==> src/rtl/hangman_pkg.sv <==
// rtl/hangman_pkg.sv - shared types and default constants for the hangman game core
package hangman_pkg;

    typedef enum logic [1:0] {
        S_IDLE = 2'd0,
        S_PLAY = 2'd1,
        S_WON  = 2'd2,
        S_LOST = 2'd3
    } state_e;

    localparam int WORD_LEN    = 4;
    localparam int CODE_W      = 5;
    localparam int MAX_MISSES  = 6;
    localparam int HIDDEN_CODE = 15;

endpackage

==> src/rtl/guess_tracker_if.sv <==
// rtl/guess_tracker_if.sv - load/guess/display bundle between game controller and game core
interface guess_tracker_if #(
    parameter int WORD_LEN = hangman_pkg::WORD_LEN,
    parameter int CODE_W   = hangman_pkg::CODE_W
) ();

    logic                         load_valid;
    logic [2:0]                   load_pos;
    logic [CODE_W-1:0]            load_code;
    logic                         start;
    logic                         guess_valid;
    logic [CODE_W-1:0]            guess_code;
    logic                         guess_ready;
    logic [WORD_LEN*CODE_W-1:0]   slot_code;
    logic [WORD_LEN-1:0]          revealed;
    logic [2:0]                   miss_count;
    logic                         hit_p;
    logic                         miss_p;
    logic                         repeat_p;
    logic                         game_won;
    logic                         game_lost;

    modport master (
        output load_valid, load_pos, load_code, start, guess_valid, guess_code,
        input  guess_ready, slot_code, revealed, miss_count,
        input  hit_p, miss_p, repeat_p, game_won, game_lost
    );

    modport slave (
        input  load_valid, load_pos, load_code, start, guess_valid, guess_code,
        output guess_ready, slot_code, revealed, miss_count,
        output hit_p, miss_p, repeat_p, game_won, game_lost
    );

endinterface

==> src/rtl/guess_tracker_slot_match.sv <==
// rtl/guess_tracker_slot_match.sv - per-slot equality of the secret word against one code
module slot_match #(
    parameter int WORD_LEN = hangman_pkg::WORD_LEN,
    parameter int CODE_W   = hangman_pkg::CODE_W
) (
    input  logic [WORD_LEN*CODE_W-1:0] word_i,
    input  logic [CODE_W-1:0]          code_i,
    output logic [WORD_LEN-1:0]        match_o
);

    for (genvar i = 0; i < WORD_LEN; i++) begin : g_cmp
        assign match_o[i] = (word_i[i*CODE_W +: CODE_W] == code_i);
    end

endmodule

==> src/rtl/guess_tracker.sv <==
// rtl/guess_tracker.sv - hangman game core: secret word, guess tracking, reveal state, game FSM
module guess_tracker #(
    parameter int WORD_LEN    = hangman_pkg::WORD_LEN,
    parameter int CODE_W      = hangman_pkg::CODE_W,
    parameter int MAX_MISSES  = hangman_pkg::MAX_MISSES,
    parameter int HIDDEN_CODE = hangman_pkg::HIDDEN_CODE
) (
    input  logic             clk,
    input  logic             reset,
    guess_tracker_if.slave   bus
);
    import hangman_pkg::*;

    localparam int          NUM_CODES = 1 << CODE_W;
    localparam logic [2:0]  MAX_M     = 3'(MAX_MISSES);

    state_e                      state_q, state_d;
    logic [WORD_LEN*CODE_W-1:0]  word_q, word_d;
    logic [WORD_LEN-1:0]         rev_q, rev_d;
    logic [NUM_CODES-1:0]        used_q, used_d;
    logic [2:0]                  miss_q, miss_d;
    logic                        hit_q, hit_d;
    logic                        mp_q, mp_d;
    logic                        rep_q, rep_d;

    logic [CODE_W-1:0]           cmp_code;
    logic [WORD_LEN-1:0]         match;

    // One comparator bank: in IDLE it finds blank (code 0) slots, in PLAY it matches the guess.
    assign cmp_code = (state_q == S_IDLE) ? '0 : bus.guess_code;

    slot_match #(
        .WORD_LEN (WORD_LEN),
        .CODE_W   (CODE_W)
    ) u_slot_match (
        .word_i  (word_q),
        .code_i  (cmp_code),
        .match_o (match)
    );

    always_ff @(posedge clk) begin
        if (reset) begin
            state_q <= S_IDLE;
            word_q  <= '0;
            rev_q   <= '0;
            used_q  <= '0;
            miss_q  <= '0;
            hit_q   <= 1'b0;
            mp_q    <= 1'b0;
            rep_q   <= 1'b0;
        end else begin
            state_q <= state_d;
            word_q  <= word_d;
            rev_q   <= rev_d;
            used_q  <= used_d;
            miss_q  <= miss_d;
            hit_q   <= hit_d;
            mp_q    <= mp_d;
            rep_q   <= rep_d;
        end
    end

    always_comb begin
        state_d = state_q;
        word_d  = word_q;
        rev_d   = rev_q;
        used_d  = used_q;
        miss_d  = miss_q;
        hit_d   = 1'b0;
        mp_d    = 1'b0;
        rep_d   = 1'b0;

        case (state_q)
            S_IDLE: begin
                if (bus.start) begin
                    state_d = (&match) ? S_WON : S_PLAY;
                    used_d  = '0;
                    miss_d  = '0;
                    rev_d   = match;
                end else if (bus.load_valid) begin
                    for (int i = 0; i < WORD_LEN; i++) begin
                        if (bus.load_pos == 3'(i)) begin
                            word_d[i*CODE_W +: CODE_W] = bus.load_code;
                        end
                    end
                end
            end

            S_PLAY: begin
                if (bus.guess_valid && (bus.guess_code != '0)) begin
                    if (used_q[bus.guess_code]) begin
                        rep_d = 1'b1;
                    end else begin
                        used_d[bus.guess_code] = 1'b1;
                        rev_d = rev_q | match;
                        if (|match) begin
                            hit_d = 1'b1;
                        end else begin
                            mp_d = 1'b1;
                            if (miss_q < MAX_M) begin
                                miss_d = miss_q + 3'd1;
                            end
                        end
                        if (&rev_d) begin
                            state_d = S_WON;
                        end else if (miss_d == MAX_M) begin
                            state_d = S_LOST;
                            rev_d   = '1;
                        end
                    end
                end
            end

            S_WON, S_LOST: begin
                if (bus.start) begin
                    state_d = S_IDLE;
                    rev_d   = '0;
                    used_d  = '0;
                    miss_d  = '0;
                end
            end

            default: state_d = S_IDLE;
        endcase
    end

    for (genvar i = 0; i < WORD_LEN; i++) begin : g_slot
        assign bus.slot_code[i*CODE_W +: CODE_W] =
            rev_q[i] ? word_q[i*CODE_W +: CODE_W] : CODE_W'(HIDDEN_CODE);
    end

    assign bus.guess_ready = (state_q == S_PLAY);
    assign bus.revealed    = rev_q;
    assign bus.miss_count  = miss_q;
    assign bus.hit_p       = hit_q;
    assign bus.miss_p      = mp_q;
    assign bus.repeat_p    = rep_q;
    assign bus.game_won    = (state_q == S_WON);
    assign bus.game_lost   = (state_q == S_LOST);

endmodule
==> src/flat_wrapper.sv <==
// flat-port wrapper written by rule: the top's interface ports become plain ports
module guess_tracker_flat import hangman_pkg::*;
#(
    parameter int WORD_LEN    = hangman_pkg::WORD_LEN,
    parameter int CODE_W      = hangman_pkg::CODE_W,
    parameter int MAX_MISSES  = hangman_pkg::MAX_MISSES,
    parameter int HIDDEN_CODE = hangman_pkg::HIDDEN_CODE
)
  (clk, reset, bus_load_valid, bus_load_pos, bus_load_code, bus_start, bus_guess_valid, bus_guess_code, bus_guess_ready, bus_slot_code, bus_revealed, bus_miss_count, bus_hit_p, bus_miss_p, bus_repeat_p, bus_game_won, bus_game_lost);
  guess_tracker_if #(.WORD_LEN(WORD_LEN), .CODE_W(CODE_W)) bus_i ();
  input  logic clk;
  input  logic reset;
  input wire logic [$bits(bus_i.load_valid)-1:0] bus_load_valid;
  input wire logic [$bits(bus_i.load_pos)-1:0] bus_load_pos;
  input wire logic [$bits(bus_i.load_code)-1:0] bus_load_code;
  input wire logic [$bits(bus_i.start)-1:0] bus_start;
  input wire logic [$bits(bus_i.guess_valid)-1:0] bus_guess_valid;
  input wire logic [$bits(bus_i.guess_code)-1:0] bus_guess_code;
  output wire logic [$bits(bus_i.guess_ready)-1:0] bus_guess_ready;
  output wire logic [$bits(bus_i.slot_code)-1:0] bus_slot_code;
  output wire logic [$bits(bus_i.revealed)-1:0] bus_revealed;
  output wire logic [$bits(bus_i.miss_count)-1:0] bus_miss_count;
  output wire logic [$bits(bus_i.hit_p)-1:0] bus_hit_p;
  output wire logic [$bits(bus_i.miss_p)-1:0] bus_miss_p;
  output wire logic [$bits(bus_i.repeat_p)-1:0] bus_repeat_p;
  output wire logic [$bits(bus_i.game_won)-1:0] bus_game_won;
  output wire logic [$bits(bus_i.game_lost)-1:0] bus_game_lost;
  assign bus_i.load_valid = bus_load_valid;
  assign bus_i.load_pos = bus_load_pos;
  assign bus_i.load_code = bus_load_code;
  assign bus_i.start = bus_start;
  assign bus_i.guess_valid = bus_guess_valid;
  assign bus_i.guess_code = bus_guess_code;
  assign bus_guess_ready = bus_i.guess_ready;
  assign bus_slot_code = bus_i.slot_code;
  assign bus_revealed = bus_i.revealed;
  assign bus_miss_count = bus_i.miss_count;
  assign bus_hit_p = bus_i.hit_p;
  assign bus_miss_p = bus_i.miss_p;
  assign bus_repeat_p = bus_i.repeat_p;
  assign bus_game_won = bus_i.game_won;
  assign bus_game_lost = bus_i.game_lost;
  guess_tracker #(.WORD_LEN(WORD_LEN), .CODE_W(CODE_W), .MAX_MISSES(MAX_MISSES), .HIDDEN_CODE(HIDDEN_CODE)) u_core (.clk(clk), .reset(reset), .bus(bus_i));
endmodule
==> config.mk <==
export PLATFORM = sky130hd
export DESIGN_NAME = guess_tracker_flat
export DESIGN_NICKNAME = d
export VERILOG_FILES = /design/src/rtl/hangman_pkg.sv /design/src/rtl/guess_tracker_if.sv /design/src/rtl/guess_tracker_slot_match.sv /design/src/rtl/guess_tracker.sv /design/src/flat_wrapper.sv
export SDC_FILE = /design/constraint.sdc
export NUM_CORES = 1
export LEC_CHECK = 0
export CELL_PAD_IN_SITES_DETAIL_PLACEMENT = 0
export CELL_PAD_IN_SITES_GLOBAL_PLACEMENT = 2
export CORE_MARGIN = 2
export CORE_UTILIZATION = 35
export CTS_BUF_LIST = sky130_fd_sc_hd__clkbuf_16
export CTS_CLUSTER_SIZE = 10
export DETAILED_ROUTE_END_ITERATION = 10
export HOLD_SLACK_MARGIN = 0.03
export PLACE_DENSITY_LB_ADDON = 0.1
export SLEW_MARGIN = 40
export SYNTH_ARGS = -nofsm -noshare
export SYNTH_HDL_FRONTEND = slang
export SYNTH_SLANG_ARGS = --single-unit
==> constraint.sdc <==
create_clock -name clk -period 5 [get_ports clk]
set_clock_uncertainty 0.15 [all_clocks]
set_input_delay 0.5 -clock clk [delete_from_list [all_inputs] [get_ports clk]]
set_output_delay 0.5 -clock clk [all_outputs]
set_load 0.02 [all_outputs]
; ---- Yosys cells after proc, flatten, opt, wreduce, memory -nomap -nowiden
; Index checks and enable logic that the tools add are counted.
[classes]
n_reduce_logical = 19
bitwise_logic = 5
order_cmp = 3
n_eq_ne = 17
addsub = 1
mux = 40
[ops]
columns = operator, count
row1 = two-way mux 32 bit, 3
row2 = one-hot mux 32 bit (2 select lines), 1
row3 = bitwise OR 32 bit, 1
row4 = AND reduction 4 bit, 7
row5 = two-way mux 5 bit, 5
row6 = two-way mux 3 bit, 8
row7 = two-way mux 4 bit, 6
row8 = == test 5 bit, 4
row9 = two-way mux 2 bit, 7
row10 = one-hot mux 4 bit (3 select lines), 1
row11 = OR reduction 4 bit, 2
row12 = == test 3 x 2 -> 1 bit (second input constant), 2
row13 = less-than comparator 5 x 6 -> 1 bit (second input constant), 1
row14 = != test 2 bit (second input constant), 3
row15 = one-hot mux 2 bit (3 select lines), 1
row16 = one-hot mux 3 bit (2 select lines), 1
row17 = OR reduction 3 bit, 2
row18 = binary-select mux 1 bit (select 5 bit), 1
row19 = demux 1 bit (select 5 bit), 1
row20 = >= comparator 5 x 1 -> 1 bit (second input constant), 1
row21 = two-way mux 1 bit, 5
row22 = AND reduction 5 bit, 1
row23 = nonzero test 5 bit, 1
row24 = == test 2 bit (second input constant), 2
row25 = 14 further kinds, 18
[totals]
out_inout_bits = 33
wordCells = 96
reg_bits = 64
input_bits = 18

; ---- Depth between registers and ports, before layout
[depth]
depth_word = 14
ltp_mapped = 11

; ---- By module
; Synthesis repeated with hierarchy kept, for this count alone.
[unflattened]
hier_cells = 349
hier_area_um2 = 3195.6
[modules_own_cells]
columns = mod, seq_area_each_um2, instances, area_per_inst_um2, cells_each
row1 = guess_tracker, 1281.2, 1, 2949.1, 320
row2 = slot_match, 0.0, 1, 246.5, 29

; ---- Least setup slack after synthesis
; No wires, ideal clock.
[synth_path]
path_kind = input -> register
start = input port bus_guess_code[3]
end = register u_core.state_q[1]
setup_slack_ps = 2576
arrival_ps = 2171
n_path_buf = 1
cell_stages = 8
path_cell_list = buf_4 > and2b_1 > a32oi_1 > o32ai_1 > a32o_1 > or3_1 > o311a_1 > a2111oi_2
[synth_via]
elab_chain_len = 10
word_cells_on_any_way = 28
classes_between = eq/ne: 8 / mux: 13 / bitwise: 1 / reduce/logical: 6
[synth_rtl]
columns = element, line_no
row1 = from (decl), flat_wrapper.sv:18  ; input wire logic [$bits(bus_i.guess_code)-1:0] bus_guess_code;
row2 = two-way mux 5 bit, guess_tracker.sv:30  ; assign cmp_code = (state_q == S_IDLE) ? '0 : bus.guess_code;
row3 = == test 5 bit, guess_tracker_slot_match.sv:12  ; assign match_o[i] = (word_i[i*CODE_W +: CODE_W] == code_i);
row4 = OR reduction 4 bit, guess_tracker.sv:96  ; if (|match) begin
row5 = two-way mux 3 bit, guess_tracker.sv:96
row6 = two-way mux 3 bit, guess_tracker.sv:91  ; if (used_q[bus.guess_code]) begin
row7 = two-way mux 3 bit, guess_tracker.sv:90  ; if (bus.guess_valid && (bus.guess_code != '0)) begin
row8 = two-way mux 3 bit, guess_tracker.sv:73  ; case (state_q)
row9 = == test 3 bit, guess_tracker.sv:106  ; end else if (miss_d == MAX_M) begin
row10 = != test 3 x 1 -> 1 bit (no source line), -
row11 = AND reduction 5 bit (no source line), -
row12 = to (signal assigned), guess_tracker.sv:52  ; state_q <= state_d;
row13 = to (decl), guess_tracker.sv:17  ; state_e state_q, state_d;
; Parallel ways exist; a longest one is shown, timed or not. The select of a mux whose other input is x is not followed.
; A chain may end at the register's enable or synchronous reset.

; ---- Final worst setup path
[layout_path]
start = input port bus_guess_code[3]
end = register u_core.state_q[0]
; Same word-level chain as after synthesis.

==> results.md <==
* Status: complete, no violations
* Total global routing overflow at 0
* Post-CTS Setup Inserts at 0
* Sw frac at 0.339
* Critical path capture point type: flip-flop
* Layout cells sized above 1 at 0.0804
* Antenna violations before repair at 0
* Die area at 0.0108 sq mm
* VDD IR-drop max at 0.000128 V
* Crit path capture: u_core.state_q[0]
* Largest family of logic cells by synthesized area: simple AND/OR/NAND/NOR gates
* Hold-fix buffers at CTS at 0
* Logic gate share of total power at 0.299
* CP Max Fanout at 33
* Post-synth EDFFs at 0
* RR Startpoint: u_core.state_q[0]
* Sink Count at 64
* First-pass GRT wire length at 16,100 um
* Area Growth Syn to Fin at 24.9%
* Final Hold Viols at 0
* Leak at 1.55 nW
* Initial DRT Pass Iterations at 4
* Reg2Reg Setup Slack at 2080 ps
* Post-detail-place hpwl at 6960 um
* M1 GR Usage at 0.251
* Largest net degree at the start of global routing at 34
* Final #Nets at 462
* Register share of total power at 0.323
* R2r worst-path depth at 7
* Post-synthesis cell count at 403
* Startpoint Class: input port
* Core ar. at 0.00973 sq mm
* Skew-Pair Late Insertion Delay at 330 ps
* Worst EP arrival at 3510 ps
* Yosys warns at 0
* Root buffer cell: clkbuf_16
* Sw Pwr at 0.611 mW
* Share of the synthesized area in the top cell type at 0.367
* Routability cong. at 0.781
* Setup TNS at 0 ps
* Clk pwr share at 0.378
* Worst path required time at 5100 ps
* Pwr dens at 414 mW/mm^2
* Period utilization at 0.682
* Post-Syn Area at 0.00349 sq mm
* Synth cell types at 66
* Setup Crit Path Kind: input port to flip-flop
* Max_cap viols at 0
* Worst Tran Pin Value at 809 ps
* Post-synth top area cell: dfxtp_1
* Min Tclk post-route at 3410 ps
* DIE HEIGHT at 104 um
* Met3 Usage GRT at 0.0415
* Adder-Cell Fraction of Synth Area at 0.00359
* DR iter-0 viols at 114
* Xor/xnor cell area share of the yosys netlist at 0.0251
* # diodes at 0
* Vias in the first global route at 3,015
* RSZ-0062 raised after global routing: no
* Ports at 51
* CTS Buf Count at 9
* Total vias in the final route at 3,127
* Relative slew margins at 0.460
* Port bufs at 50
* Post-synthesis sequential area ratio at 0.367
* Worst r2r dst: u_core.state_q[1]
* DRC at 0
* Achievable Freq at 0.293 GHz
* CTS Buffer Depth at 2
* Synth Flop Type: dfxtp_1
* Initial core utilization at 0.358
* Synthesized area per cell at 8.65 sq um
* HP Class: flip-flop to flip-flop
* Met2 GRT Util at 0.293
* Max-slew violations at 0
* ANT nets after route at 0
* Post-Synth Simple-Gate Area at 0.254
* Worst hold slack at 307 ps
* Top Usage Layer GRT: met2
* # H-tree levels at 3
* Area contributors post-synth: dfxtp_1 37%, nor2_1 8.3%, mux2i_1 8.0%
* Post-CTS sizing at 0
* Internal at 1.19 mW
* Critical Path Source: bus_guess_code[3]
* #FFs+latches synth at 64
* CTS tree: done
* # setup viols final at 0
* Final WL at 9720 um
* Layout fillers at 991
* Mux share of post-synthesis cell area at 0.107
* Synth Area in Compound Gates at 0.190
* Via density at 5.38
* Total track usage at 0.187
* Post-synth ARST share at 0
* CTS clock-pin slew for the worst setup and hold paths at 60 ps
* DIE WIDTH at 104 um
* Syn_nets at 422
* Avg WL per Cell at 16.7 um
* Row Count at 36
[layout make-up]
| class | count | area (sq um) | share of cell area |
|---|---|---|---|
| well taps | 133 | 166 | 0.0382 |
| clock buffers | 9 | 225 | 0.0517 |
| multi-input cells | 305 | 2020 | 0.465 |
| inverters | 8 | 30.0 | 0.00689 |
| flip-flops and latches | 64 | 1280 | 0.294 |
| repair buffers | 55 | 533 | 0.122 |
| clock inverters | 7 | 96.3 | 0.0221 |
[cell families after synthesis]
logic type | after synthesis
simple gates | 171
buf+inv | 34
fa+ha+maj | 1
mux | 33
xor+xnor | 10
compound gates | 90
flops | 64
[cell usage after synthesis (all sizes together), types with 3 or more instances]
cell type   n
and2        9
buf        16
nor4b       3
o32ai       3
nand4       4
nor2       77
nor2b       7
nand2b     25
or2         4
and3        4
nand2       9
nand3       4
a31oi      36
inv         8
a21oi       6
or3         5
xnor2       8
clkbuf     10
mux2i      28
dfxtp      64
o211ai      6
o21ai       4
a32o        3
nor3       11
a211oi      3
mux4        3
[routing by layer]
layer,share of wire,routed length [um],up-vias
met4,0.017,170,0
li1,-,-,1563
met1,0.49,4740,1498
met3,0.033,321,10
met5,0,0,-
met2,0.46,4490,56
[per-stage QoR]
stage               worst slack, ps  total power [mW]  instance area, sq um  utilization  cells
finish                         1590              1.80                  4360        0.448    581
global route                   1330              1.89                  4360        0.448    581
CTS                            1430              1.82                  4360        0.448    581
detailed placement             1090              1.13                  4040        0.415    565
global placement               1150              1.13                  4040        0.415    565
floorplan                      2580             0.943                  3490            -    403
[cell usage in the layout (no fill, tap or decap), types with 3 or more instances in the layout]
| cell type | n |
|---|---|
| a211oi_1 | 3 |
| a21oi_1 | 6 |
| a31oi_1 | 36 |
| a32o_1 | 3 |
| and2_1 | 9 |
| and3_1 | 4 |
| buf_4 | 5 |
| clkbuf_16 | 9 |
| clkdlybuf4s50_1 | 49 |
| clkinv_4 | 3 |
| dfxtp_1 | 64 |
| inv_1 | 8 |
| mux2i_1 | 28 |
| nand2_1 | 9 |
| nand2b_1 | 24 |
| nand3_1 | 4 |
| nand4_1 | 3 |
| nor2_1 | 77 |
| nor2b_1 | 7 |
| nor3_1 | 11 |
| o211ai_1 | 6 |
| o21ai_1 | 3 |
| o32ai_1 | 3 |
| or3_1 | 5 |
| xnor2_1 | 8 |
[critical path: stages]
cell             delay [ps]
clkdlybuf4s50_1         820
and3_1                  430
a32o_1                  280
a21oi_1                 170
nand4_2                 200
o21ai_2                 400
buf_4                   410
nor2_1                   70
a211oi_1                210
[worst min path at each step]
stage / end / start / slack (ps) / cells past startpoint
2_1_floorplan: u_core.used_q[0] / u_core.used_q[0] / 270 / 1
3_3_place_gp: u_core.used_q[0] / u_core.used_q[0] / 290 / 1
3_5_place_dp: u_core.used_q[0] / u_core.used_q[0] / 300 / 1
4_1_cts: u_core.used_q[26] / u_core.used_q[26] / 310 / 2
5_1_grt: u_core.used_q[2] / u_core.used_q[2] / 330 / 2
6_report: u_core.used_q[26] / u_core.used_q[26] / 310 / 2
[flip-flops by register name (all words and copies together), names as in the netlist]
signal and count:
u_core.bus.miss_count 3, u_core.state_q 2, u_core.bus.hit_p 1, u_core.bus.miss_p 1
u_core.bus.repeat_p 1, u_core.used_q 32, u_core.bus.revealed 4, u_core.word_q 20
[power groups by stage]
stage	logic (mW)	clock network, mW	registers, mW
CTS	0.540	0.693	0.582
finish	0.538	0.682	0.582
global placement	0.541	0	0.594
floorplan	0.366	0	0.577
detailed placement	0.539	0	0.593
global route	0.582	0.720	0.588
Power figures use the tool's default switching activity.
